`src/rtl/hazard_pkg.sv`:
```
// Shared types and helpers for the hazard controller: scoreboard entry layout,
// select-width helper and the hard-wired zero register number.
package hazard_pkg;

    localparam int REG_AW_DEF = 5;
    localparam int REG_ZERO   = 0;

    typedef struct packed {
        logic                  we;
        logic                  is_load;
        logic [REG_AW_DEF-1:0] dst;
    } sb_entry_t;

    function automatic int sel_w(input int depth);
        return (depth < 1) ? 1 : $clog2(depth + 1);
    endfunction

endpackage

```
`src/rtl/hazard_match.sv`:
```
// Compares one source operand against one scoreboard entry, producing both the
// forwarding hit (EX-stage source) and the load-use hit (ID-stage source).
module hazard_match
    import hazard_pkg::*;
#(
    parameter int REG_AW         = 5,
    parameter int STAGE          = 0,
    parameter int LOAD_FWD_STAGE = 2
) (
    input  logic [REG_AW-1:0] ex_src_i,
    input  logic              ex_used_i,
    input  logic [REG_AW-1:0] id_src_i,
    input  logic              id_used_i,
    input  logic              ent_we_i,
    input  logic              ent_is_load_i,
    input  logic [REG_AW-1:0] ent_dst_i,
    output logic              fwd_hit_o,
    output logic              lu_hit_o
);

    // Entry 0 is the EX instruction itself, so it can only cause load-use stalls.
    localparam bit FWD_STAGE   = (STAGE >= 1);
    localparam bit LOAD_FWD_OK = (STAGE >= LOAD_FWD_STAGE);
    localparam bit LU_STAGE    = (STAGE <= LOAD_FWD_STAGE - 2);

    logic live;

    assign live      = ent_we_i && (ent_dst_i != REG_AW'(REG_ZERO));
    assign fwd_hit_o = FWD_STAGE && live && ex_used_i && (ent_dst_i == ex_src_i)
                       && (LOAD_FWD_OK || !ent_is_load_i);
    assign lu_hit_o  = LU_STAGE && live && ent_is_load_i && id_used_i
                       && (ent_dst_i == id_src_i);

endmodule

```
`src/rtl/hazard_ctrl.sv`:
```
// Pipeline hazard controller: scoreboard of in-flight writers, EX forwarding
// selects, load-use stall and branch flush. HAZARD_STATS_EN adds stall/flush counters.
module hazard_ctrl
    import hazard_pkg::*;
#(
    parameter int  REG_AW         = 5,
    parameter int  NUM_SRC        = 2,
    parameter int  FWD_DEPTH      = 2,
    parameter int  LOAD_FWD_STAGE = 2,
    localparam int SELW           = sel_w(FWD_DEPTH)
) (
    input  logic                      clk,
    input  logic                      rst_n,
    input  logic                      id_valid,
    input  logic [NUM_SRC*REG_AW-1:0] id_src_addr,
    input  logic [NUM_SRC-1:0]        id_src_used,
    input  logic [REG_AW-1:0]         id_dst_addr,
    input  logic                      id_dst_we,
    input  logic                      id_is_load,
    input  logic                      ex_branch_taken,
    output logic                      stall_if,
    output logic                      bubble_ex,
    output logic                      flush,
`ifdef HAZARD_STATS_EN
    output logic [31:0]               stall_cnt,
    output logic [31:0]               flush_cnt,
`endif
    output logic [NUM_SRC*SELW-1:0]   fwd_sel
);

    typedef struct packed {
        logic              we;
        logic              is_load;
        logic [REG_AW-1:0] dst;
    } entry_t;

    entry_t [FWD_DEPTH:0]        entry_q, entry_d;
    logic [NUM_SRC*REG_AW-1:0]   ex_src_q, ex_src_d;
    logic [NUM_SRC-1:0]          ex_used_q, ex_used_d;
    logic [NUM_SRC-1:0][FWD_DEPTH:0] fwd_hit, lu_hit;
    logic [NUM_SRC*SELW-1:0]     fwd_sel_raw;
    logic                        haz, advance;

    genvar gi, gj;
    generate
        for (gi = 0; gi < NUM_SRC; gi++) begin : g_src
            for (gj = 0; gj <= FWD_DEPTH; gj++) begin : g_ent
                hazard_match #(
                    .REG_AW        (REG_AW),
                    .STAGE         (gj),
                    .LOAD_FWD_STAGE(LOAD_FWD_STAGE)
                ) u_match (
                    .ex_src_i     (ex_src_q[gi*REG_AW +: REG_AW]),
                    .ex_used_i    (ex_used_q[gi]),
                    .id_src_i     (id_src_addr[gi*REG_AW +: REG_AW]),
                    .id_used_i    (id_src_used[gi]),
                    .ent_we_i     (entry_q[gj].we),
                    .ent_is_load_i(entry_q[gj].is_load),
                    .ent_dst_i    (entry_q[gj].dst),
                    .fwd_hit_o    (fwd_hit[gi][gj]),
                    .lu_hit_o     (lu_hit[gi][gj])
                );
            end
        end
    endgenerate

    // Every output is forced low while reset is held, whatever the inputs do.
    assign haz       = id_valid && (|lu_hit);
    assign stall_if  = rst_n && haz && !ex_branch_taken;
    assign bubble_ex = rst_n && (haz || ex_branch_taken);
    assign flush     = rst_n && ex_branch_taken;
    assign advance   = id_valid && !stall_if && !flush;

    // Scan from the oldest stage down so the youngest matching producer wins.
    always_comb begin
        fwd_sel_raw = '0;
        for (int i = 0; i < NUM_SRC; i++) begin
            for (int k = FWD_DEPTH; k >= 0; k--) begin
                if (fwd_hit[i][k]) begin
                    fwd_sel_raw[i*SELW +: SELW] = SELW'(k);
                end
            end
        end
    end

    assign fwd_sel = rst_n ? fwd_sel_raw : '0;

    always_comb begin
        entry_d   = '0;
        ex_src_d  = '0;
        ex_used_d = '0;
        for (int k = 1; k <= FWD_DEPTH; k++) begin
            entry_d[k] = entry_q[k-1];
        end
        if (advance) begin
            entry_d[0] = '{we: id_dst_we, is_load: id_is_load, dst: id_dst_addr};
            ex_src_d   = id_src_addr;
            ex_used_d  = id_src_used;
        end
    end

    always_ff @(posedge clk) begin
        if (!rst_n) begin
            entry_q   <= '0;
            ex_src_q  <= '0;
            ex_used_q <= '0;
        end else begin
            entry_q   <= entry_d;
            ex_src_q  <= ex_src_d;
            ex_used_q <= ex_used_d;
        end
    end

`ifdef HAZARD_STATS_EN
    logic [31:0] stall_cnt_q, stall_cnt_d;
    logic [31:0] flush_cnt_q, flush_cnt_d;

    // Saturating event counters.
    always_comb begin
        stall_cnt_d = stall_cnt_q;
        flush_cnt_d = flush_cnt_q;
        if (stall_if && (stall_cnt_q != 32'hFFFF_FFFF)) begin
            stall_cnt_d = stall_cnt_q + 32'd1;
        end
        if (flush && (flush_cnt_q != 32'hFFFF_FFFF)) begin
            flush_cnt_d = flush_cnt_q + 32'd1;
        end
    end

    always_ff @(posedge clk) begin
        if (!rst_n) begin
            stall_cnt_q <= '0;
            flush_cnt_q <= '0;
        end else begin
            stall_cnt_q <= stall_cnt_d;
            flush_cnt_q <= flush_cnt_d;
        end
    end

    assign stall_cnt = rst_n ? stall_cnt_q : '0;
    assign flush_cnt = rst_n ? flush_cnt_q : '0;
`endif

endmodule

```
`config.mk`:
```
export PLATFORM = sky130hd
export DESIGN_NAME = hazard_ctrl
export DESIGN_NICKNAME = d
export VERILOG_FILES = /design/src/rtl/hazard_pkg.sv /design/src/rtl/hazard_match.sv /design/src/rtl/hazard_ctrl.sv
export SDC_FILE = /design/constraint.sdc
export NUM_CORES = 1
export LEC_CHECK = 0
export CAP_MARGIN = 20
export CORE_MARGIN = 4
export CORE_UTILIZATION = 42
export CTS_BUF_LIST = sky130_fd_sc_hd__clkbuf_8
export DETAILED_ROUTE_END_ITERATION = 8
export PLACE_DENSITY = 0.67
export REMOVE_ABC_BUFFERS = 1
export SYNTH_ARGS = -nofsm -noshare
export SYNTH_HDL_FRONTEND = slang
export SYNTH_SLANG_ARGS = --single-unit
```
`constraint.sdc`:
```
create_clock -name clk -period 5 [get_ports clk]
set_clock_uncertainty 0.2 [all_clocks]
set_input_delay 1 -clock clk [delete_from_list [all_inputs] [get_ports clk]]
set_output_delay 1 -clock clk [all_outputs]
set_load 0.03 [all_outputs]
```
Yosys cells after proc, flatten, opt, wreduce, memory -nomap -nowiden:

Cells that the tools add are included.

* flip-flop bits (word level): 32
* bits in latches: 0
* RAM bits: 0
* memory bits (read-only): 0
* input bits: 23
* output and inout port bits: 7
* word-level logic and storage cells: 56
* memories: 0

* add/sub/neg operators: 0
* $mul: 0
* div/mod/pow operators: 0
* order comparisons: 0
* equal/unequal tests: 6
* shift operators: 0
* multiplexer cells: 5
* bitwise operators: 0
* reduce and logical (&&, ||, !) cells: 35

Operators by type and width (count)
* == test 5 bit: 6
* logical AND 1 bit: 25
* nonzero test 5 bit: 3
* 2-to-1 mux 2 bit: 4
* zero test 1 bit: 4
* 2-to-1 mux 4 bit: 1
* AND reduction 2 bit: 1
* OR reduction 2 bit: 1
* logical OR 1 bit: 1

Logic depth before layout (Yosys ltp):

Gate-level depths: netlist of the first run.

* depth in word-level cells: 13
* mapped depth: 5
* depth with buffers taken out: 4

Hierarchy:

Synthesis of the first run repeated with hierarchy kept, for this count alone.

* cells, all modules: 179
* area total of the unflattened synthesis: 1666.6 µm²

Modules (own cells, without submodules)
* hazard_ctrl: instances 1, cells an instance 107, area each 1161.1 µm², seq. area each 660.6 µm²
* hazard_match (g_src[0].g_ent[2].u_match ...): instances 2, cells an instance 12, area each 87.6 µm², seq. area each 0.0 µm²
* hazard_match (g_src[0].g_ent[1].u_match ...): instances 2, cells an instance 12, area each 83.8 µm², seq. area each 0.0 µm²
* hazard_match (g_src[0].g_ent[0].u_match ...): instances 2, cells an instance 12, area each 81.3 µm², seq. area each 0.0 µm²

Worst setup path before layout of the first run:

OpenSTA, ideal clock, no wires.

* path type: input to output
* from: in id_src_addr[0]
* to: out bubble_ex
* data arrival time: 2.011 ns
* data required time: 3.800 ns
* path slack: 1.789 ns
* stages on the path: 5
* buffers on the path: 1
* cell sequence: xnor2_1 nand4_1 o22ai_1 clkbuf_1 a21o_1

* longest elaborated chain between the ends: 6

Ends and longest elaborated chain
* start, declared: RTL line hazard_ctrl.sv:15 `input logic [NUM_SRC*REG_AW-1:0] id_src_addr,`
* == test 5 bit: RTL line hazard_match.sv:32 `&& (ent_dst_i == id_src_i);`
* logical AND 1 bit: RTL line hazard_match.sv:32
* OR reduction 2 bit: RTL line hazard_ctrl.sv:68 `assign haz = id_valid && (|lu_hit);`
* logical AND 1 bit: RTL line hazard_ctrl.sv:68
* logical OR 1 bit: RTL line hazard_ctrl.sv:70 `assign bubble_ex = rst_n && (haz || ex_branch_taken);`
* logical AND 1 bit: RTL line hazard_ctrl.sv:70
* end, declared: RTL line hazard_ctrl.sv:22 `output logic bubble_ex,`

Every way passes these cells.

Worst setup path in the final report of the first run:

* from: in id_valid
* to: out stall_if

* longest elaborated chain between the ends: 3

Ends and longest elaborated chain
* start, declared: RTL line hazard_ctrl.sv:14 `input logic id_valid,`
* logical AND 1 bit: RTL line hazard_ctrl.sv:68
* logical AND 1 bit (2 in a row): RTL line hazard_ctrl.sv:69 `assign stall_if = rst_n && haz && !ex_branch_taken;`
* end, declared: RTL line hazard_ctrl.sv:21 `output logic stall_if,`

Every way passes these cells.

==> results of run 1 <==
==> state kept, by name (all words and copies together), names as in the netlist <==
name       count
ex_src_q      10
ex_used_q      2
entry_q        6
entry_d       14
==> placed cells by master, fill, tap and decap left out, types with 2 or more instances in the layout <==
cell / n
sky130_fd_sc_hd__nand2_1: 4
sky130_fd_sc_hd__a21oi_1: 19
sky130_fd_sc_hd__nand4_1: 4
sky130_fd_sc_hd__nor4_1: 2
sky130_fd_sc_hd__or4_1: 3
sky130_fd_sc_hd__dfxtp_1: 32
sky130_fd_sc_hd__nand3_1: 21
sky130_fd_sc_hd__buf_4: 4
sky130_fd_sc_hd__nor2b_1: 2
sky130_fd_sc_hd__clkbuf_8: 5
sky130_fd_sc_hd__and2_1: 15
sky130_fd_sc_hd__xor2_1: 8
sky130_fd_sc_hd__xnor2_1: 22
sky130_fd_sc_hd__clkdlybuf4s50_1: 29
sky130_fd_sc_hd__nor3_1: 4
==> cell families (layout without fill, tap and decap cells) <==
kind of cell,count (synthesis),count (layout)
and+or+nand+nor,57,57
DFF,32,32
xor gates and xnor gates,30,30
AOI/OAI and AO/OA,24,24
buffers and inverters,9,41
==> worst max path at each step <==
stage,cells past startpoint,slack [ns],end,start
after floorplan,4,1.34,stall_if,id_src_addr[5]
after CTS,5,0.76,stall_if,id_valid
after detailed placement,5,0.76,stall_if,id_valid
after global routing,5,0.66,stall_if,id_valid
final,5,0.75,stall_if,id_valid
after global placement,5,0.79,stall_if,id_valid
==> per-stage QoR <==
| step | total power [mW] | hold WS, ns | setup slack [ns] |
|---|---|---|---|
| after floorplan | 0.2941 | 0.2214 | 1.341 |
| after global placement | 0.3250 | 0.2760 | 0.7924 |
| after detailed placement | 0.3262 | 0.2762 | 0.7585 |
| after CTS | 0.5597 | 0.2909 | 0.7590 |
| after global routing | 0.5752 | 0.3015 | 0.6583 |
| final | 0.5550 | 0.2853 | 0.7476 |
==> routing by layer <==
metal | up-vias | wire (um) | track usage, %
li1 | 585 | - | -
met1 | 477 | 1325 | 17.46
met2 | 37 | 1575 | 27.53
met3 | 5 | 200 | 5.782
met4 | 0 | 53 | 7.107
met5 | - | 0 | 0
==> power groups by stage <==
stage	clock (mW)	combinational [mW]	sequential (mW)
5_1_grt	0.249	0.0593	0.267
3_5_place_dp	0	0.0546	0.272
6_report	0.234	0.0554	0.266
2_1_floorplan	0	0.0240	0.270
3_3_place_gp	0	0.0535	0.272
4_1_cts	0.239	0.0548	0.266
==> worst max-delay path: cells and delay by family <==
| kind | cells | cell delay, ns |
|---|---|---|
| buf+inv | 3 | 1.34 |
| simple gates | 1 | 0.23 |
| compound gates | 1 | 0.47 |
==> layout make-up <==
cell class	instances	area share [%]
Sequential cell	32	34.74
Clock inverter	3	2.103
Timing Repair Buffer	33	17.37
Clock buffer	5	3.731
Multi-Input combinational cell	111	39.08
Tap cell	44	2.985
==> summary by stage, run 1 <==
CTS
The clock tree from TritonCTS is done. The root buffer cell is sky130_fd_sc_hd__clkbuf_8. The number of clock sinks is 32.

Clock latency on the worst-skew pair, taken at its later pin, is 0.28 ns. The buffer count from post-CTS setup fixing is 0. The clock tree synthesis step divided the H-tree into 2 levels. The total CTS buffers is 5.

The number of gates given a new drive strength after cts is 0. Clock-pin slew was measured on the worst setup and hold paths at ~0.060 ns. In this run the deepest clock path goes through 2 buffers. In this run, post-CTS hold repair placed 0 buffers.

Synthesis
The dominant combinational cell family by area after synthesis is simple AND/OR/NAND/NOR gates. The synthesized netlist cell count is approximately 150. A synthesized cell averages 9.285 sq um. In the post-synthesis netlist, the cell with the most instances is sky130_fd_sc_hd__dfxtp_1.

The netlist area before placement is between 1000 and 1500 sq um. The post-synthesis cell type with the largest combined area is sky130_fd_sc_hd__dfxtp_1. The fraction of synthesized cell area taken by the top area cell type is a little under half. The share of the synthesized netlist area taken by xor and xnor gates is around a fifth.

The portion of synthesized area spent on multiplexers is 0%. Of all flip-flops after synthesis, the portion carrying an async set or reset was 0%. The prevailing post-synth register cell is sky130_fd_sc_hd__dfxtp_1. The commonest cells after synthesis are sky130_fd_sc_hd__dfxtp_1 (32), sky130_fd_sc_hd__xnor2_1 (22), sky130_fd_sc_hd__nand3_1 (21).

After synthesis the netlist holds a flip-flop and latch count of 32. The Yosys warning count is 0. After synthesis, the netlist uses 22 different library cells. After synthesis, the cell types taking the most area are sky130_fd_sc_hd__dfxtp_1 (45%), sky130_fd_sc_hd__xnor2_1 (14%), sky130_fd_sc_hd__nand3_1 (7.4%), sky130_fd_sc_hd__a21oi_1 (6.7%), sky130_fd_sc_hd__and2_1 (6.6%). The synthesized-area fraction occupied by and/or/nand/nor cells is between 20% and 30%. Summing the areas of all compound-gate instances in the mapped netlist gives a little under a tenth of the synthesized area. The synthesized netlist devotes 0% of its cell area to adder and majority cells. For this run, the register share of the synthesized area comes to a little under half.

The number of synthesized flops with an enable pin is 0.

STA
The number of failing hold endpoints at the final stage came to 0. The share of the clock period used by the worst path after layout is 85.05%. Based on the critical path, the design can be clocked at up to roughly 0.24 GHz. The slew at the pin closest to its max-slew limit is 0.3693 ns. The relative slew slack is about 75%. The number of pins exceeding their max-slew limit in the final report is 0.

The final sum of negative setup slack is 0 ns. Setup violations remaining at the end of the flow were counted as 0. The clock period could shrink to 4.252 ns. Setup repair after global routing left no endpoint under its margin.

Hold path
The startpoint identified for the worst hold timing path is entry_d[20]. Counting instances, the worst hold path has a depth of 1. The worst min-delay path class is reg2reg. The worst hold path terminates at entry_q[20].

Power
The analysis attributes to cell leakage a power of roughly 0.7 nW. The clock network is responsible for 42.1% of the overall power. The share of power burned in registers is 47.9%. Cell internal power was estimated by the tool at about 0.44 mW. For this design the ratio of total power to cell area is around 300 nW/um^2. The worst-case IR drop observed on VDD is between 0.2 and 0.25 mV. For this design the total switching power over the nets is about 0.12 mW. In this run, the combinational gates consume approximately 10% of the power. The switching part of the total power is about a fifth.

GRT
The via count of the first global-routing pass is between 1000 and 1500. The wire length of the first global-routing pass is 5154 um. The global-route usage over all layers is about 16%. The global-route congestion overflow total is 0.

Entering global routing, the biggest net connects 22 pins. The number of antenna violations at the first check in global routing is 0.

Placement
Buffers placed on the I/O ports in this run total 29. The congestion estimate from routability-driven global placement came to slightly below 0.9. The placement-stage cell area is 1729 sq um. Once placement completed, the tool counted placed cells totaling roughly 220. The post-detailed-placement half-perimeter wirelength is ~2500 um.

Cells and area
The repair_antennas step left the layout with diodes totalling 0. Summing all multi-input logic gate instances after layout gives between 700 and 800 sq um. The number of standard cells in the layout, taps in and fillers out is around 230. Registers take about 640 sq um. The final design area excluding fillers is around 1800 sq um. Fill cells in the final layout number 292. The post-route core utilization is between 50% and 60%. The number of nets in the final layout is roughly 210. Cells with a size suffix above 1 make up approximately 7.6% of the layout. From synthesis to final layout, the design area changed by 30.67%.

Route
The iteration-0 DRC count of the detailed router is 33. Detailed routing inserted a total of roughly 1100 vias. In this run the remaining antenna-violating nets after routing total 0. For this run, the detailed router's first-pass iteration total came to 4. The remaining design rule violation count is 0. The overall routed net length is between 3000 and 4000 um.

Dividing the detail-routed wire length by the instance count gives ~14 um. The per-cell via count in the routed design is about 4.8.

Critical path
The worst setup path is of the in2out kind. In this design, the critical path's most frequently occurring cell is sky130_fd_sc_hd__clkdlybuf4s50_1. For this run, the slowest stage of the critical path takes between 0.6 and 0.7 ns. The reg-to-reg endpoint is ex_src_q[7]. The startpoint type of the worst setup path is a primary input. The worst register-to-register path has a setup slack of 3.23 ns.

The highest fanout seen on the critical path is 21. STA puts the critical path data required time at between 3 and 4 ns. The element type at the critical path end is an output port.

The slowest stage of the critical path is the sky130_fd_sc_hd__clkdlybuf4s50_1 cell. For the worst flop-to-flop path, the logic depth is 3. At the worst endpoint, the arrival time is 3.05 ns. The worst register-to-register path begins at entry_d[7]. The signal on the critical path passes through clkdlybuf4s50_1, buf_4, o2111a_2, and3b_2, clkdlybuf4s50_1.

Die
Measured along the y axis, the die boundary spans between 60 and 70 um. The initial utilization of the core area, before any placement, comes to around 45%. The top-level I/O count is 30.

The floorplan has 20 rows. The die covers roughly 4400 sq um. The die is about 66 um wide.

The total area inside the core boundary comes to between 3000 and 4000 sq um.

Job
The number of max-cap violations is 0.

Status
The flow ran to the end, and the final reports show no timing, DRC or antenna violations.
No activity file was read; power rests on OpenSTA's default activity.
==> run 2: changes to the inputs <==
--- a/config.mk
+++ b/config.mk
@@ -6,11 +6,13 @@
 export NUM_CORES = 1
 export LEC_CHECK = 0
 export CAP_MARGIN = 20
+export CELL_PAD_IN_SITES_DETAIL_PLACEMENT = 1
+export CELL_PAD_IN_SITES_GLOBAL_PLACEMENT = 2
 export CORE_MARGIN = 4
-export CORE_UTILIZATION = 42
+export CORE_UTILIZATION = 34
 export CTS_BUF_LIST = sky130_fd_sc_hd__clkbuf_8
 export DETAILED_ROUTE_END_ITERATION = 8
-export PLACE_DENSITY = 0.67
+export PLACE_DENSITY = 0.86
 export REMOVE_ABC_BUFFERS = 1
 export SYNTH_ARGS = -nofsm -noshare
 export SYNTH_HDL_FRONTEND = slang
==> summary by stage, run 2 (same netlist as run 1, synthesis figures left out) <==
Status
The flow ran to the end, and the final reports show no timing, DRC or antenna violations.

Hold path
The worst hold path begins at entry_d[12]. The worst min-delay path class is reg2reg. The instance count along the most critical hold path is 1 (unchanged). The worst hold path terminates at entry_d[19].

Cells and area
The ratio of cells with drive above 1 in the final layout was 7.609% (unchanged). The area growth from synthesis to layout is 31.47%. The top cell types in the final layout, fill and taps aside, are sky130_fd_sc_hd__dfxtp_1 (32), sky130_fd_sc_hd__clkdlybuf4s50_1 (29), sky130_fd_sc_hd__xnor2_1 (22). The number of standard cells in the layout, taps in and fillers out is 234 (+2.6%). Leaving out fill and tap cells, the most frequent cell in the layout is sky130_fd_sc_hd__dfxtp_1.

The flip-flop count of the largest register after layout is 14 (unchanged). The number of nets in the final layout is 206 (unchanged). The antenna diode count came to 0 (unchanged).

Route
The iteration-0 DRC count of the detailed router came to 29 (-12%). The per-cell via count in the routed design is 4.919 (+1.6%). The remaining design rule violation count is 0 (unchanged).

The overall routed net length was 3650 um (+16%). The routed length per placed instance is 15.60 um (+13%). The residual antenna-violating net count after detailed routing came to 0 (unchanged). The first-pass iteration count of the detailed router is 4 (unchanged). The total via count after detailed routing came to 1151 (+4.3%).

CTS
The total CTS buffers is 5 (unchanged). The buffer count from post-CTS setup fixing is 0 (unchanged). The number of gates given a new drive strength after cts came to 0 (unchanged). In this run the clock root is driven by a sky130_fd_sc_hd__clkbuf_8. The number of buffers inserted by hold repair at cts is 0 (unchanged). The H-tree depth is 2 (unchanged). The number of clock sinks is 32 (unchanged). TritonCTS built the clock tree. The deepest clock path buffer count came to 2 (unchanged). The later-pin clock latency in the skew report came to 0.28 ns (about the same). The clock transition at the register clock pins on the worst setup and hold paths after CTS is 0.07 ns (about the same).

GRT
The largest net degree at the start of global routing is 22 (unchanged). The met1 routing resource usage after global routing is 18.52% (+1.1 points). The number of antenna violations at the first check in global routing came to 0 (unchanged). The via count of the first global-routing pass was 1238 (+7.1%). The global-route congestion overflow total is 0 (unchanged). The met3 routing resource usage after global routing is 4.571% (-1.2 points). The global-route usage over all layers is 15.54% (-0.44 points). The global-route met2 utilization is 26.79% (-0.74 points). The busiest layer in global routing is met2. The wire length of the first global-routing pass was 6230 um (+21%).

Power
The maximum VDD drop is 0.1533 mV (-25%). The leakage power figure is 0.7225 nW (+0.13%). The cell area power density is 302.6 nW/um^2 (+0.57%).

Critical path
The kind of cell adding the most delay to the critical path is buffers and inverters. The setup path with the least slack is of type in2out. The depth of the worst register-to-register path is 3 (unchanged). The worst register-to-register path begins at entry_d[7]. The reg-to-reg endpoint is ex_src_q[2].

The critical path's slowest cell is sky130_fd_sc_hd__clkdlybuf4s50_1. The worst setup path is launched from a primary input. The worst setup path is captured at an output port. Among the stages of the critical path, the cell type that occurs most often is sky130_fd_sc_hd__clkdlybuf4s50_1. The highest fanout seen on the critical path is 21 (unchanged). The data required time of the worst path came to 3.80 ns (about the same). The setup slack on the worst flop-to-flop path was 3.22 ns (about the same).

Walking the worst path, the cells encountered are clkdlybuf4s50_1, and2_1, o2111a_2, and3b_2, clkdlybuf4s50_1. The worst stage delay on the critical path came to 0.67 ns (about the same). The combined buffer and inverter count along the critical path is 2 (-1). The arrival time of data at the critical path endpoint is 2.98 ns (-0.07 ns).

STA
Setup repair after global routing left no endpoint under its margin. The slew at the pin closest to its max-slew limit came to 0.5870 ns (+0.2176 ns). The number of failing hold endpoints at the final stage came to 0 (unchanged). The number of pins exceeding their max-slew limit in the final report was 0 (unchanged). The final number of setup-violating endpoints is 0 (unchanged). The relative slew slack is 60.79% (-15 points). The final sum of negative setup slack is 0 ns (unchanged). The share of the clock period used by the worst path after layout is 83.62% (-1.4 points). The final critical path time including I/O delays and setup was 4.181 ns (-0.07145 ns). The achievable clock frequency came to 0.2392 GHz (+1.7%).

Placement
The port buffer count was 29 (unchanged). The post-detailed-placement half-perimeter wirelength is 2820 um (+14%). The total placed cells including tap cells was 226 (+3.2%). The final estimated routing congestion in global placement is 0.7663 (-12%).

Die
The placeable core region was 4000 sq um (+28%). The starting density of the core was 35.28% (-9.8 points). The die boundary width is 72.43 um (+9.8%).

The site row count is 23 (+15%). The die height was 72.43 um (+9.8%). The top-level I/O count is 30 (unchanged). The die outline area is 5246 sq um (+21%).

Job
The number of max-cap violations is 0 (unchanged).
-- run 2: cell counts in the layout (fill, tap and decap cells not counted) --
No cell type changed its count.
-- run 2: how the worst max path moves through the flow --
stage	start	slack, ns	depth (start not counted)	to
3_5_place_dp	rst_n	0.82	5	stall_if
4_1_cts	rst_n	0.81	5	stall_if
5_1_grt	rst_n	0.70	5	stall_if
6_report	rst_n	0.82	5	stall_if
2_1_floorplan	id_src_addr[5]	1.34	4	stall_if
3_3_place_gp	rst_n	0.86	5	stall_if
-- run 2: where the power goes --
group,switching (mW),internal (mW)
clock,0.0936,0.146
combinational,0.0239,0.0324
sequential,0.00552,0.261
total,0.123,0.439
-- run 2: per-stage QoR --
stage               instance area, sq um  setup slack [ns]  util, %  hold WS, ns  total power, mW
global route                        1856            0.6983    46.39       0.3131           0.5887
CTS                                 1856            0.8077    46.39       0.2877           0.5675
floorplan                           1361             1.341        -       0.2214           0.2941
global placement                    1737            0.8594    43.42       0.2713           0.3256
finish                              1856            0.8191    46.39       0.2822           0.5616
detailed placement                  1748            0.8163    43.70       0.2794           0.3284
-- run 2: cell type report --
| cell class | count | area (sq um) |
|---|---|---|
| Clock buffer | 5 | 68.82 |
| Clock inverter | 3 | 38.79 |
| Fill cell | 469 | 2145 |
| Multi-Input combinational cell | 111 | 720.7 |
| Sequential cell | 32 | 640.6 |
| Tap cell | 50 | 62.56 |
| Timing Repair Buffer | 33 | 324.1 |
-- run 2: routing by layer --
metal | routed length, um | part of all wire (%) | vias up
met2 | 1850 | 51 | 29
met1 | 1602 | 44 | 534
met3 | 154 | 4.2 | 5
li1 | - | - | 583
met5 | 0 | 0 | -
met4 | 43 | 1.2 | 0
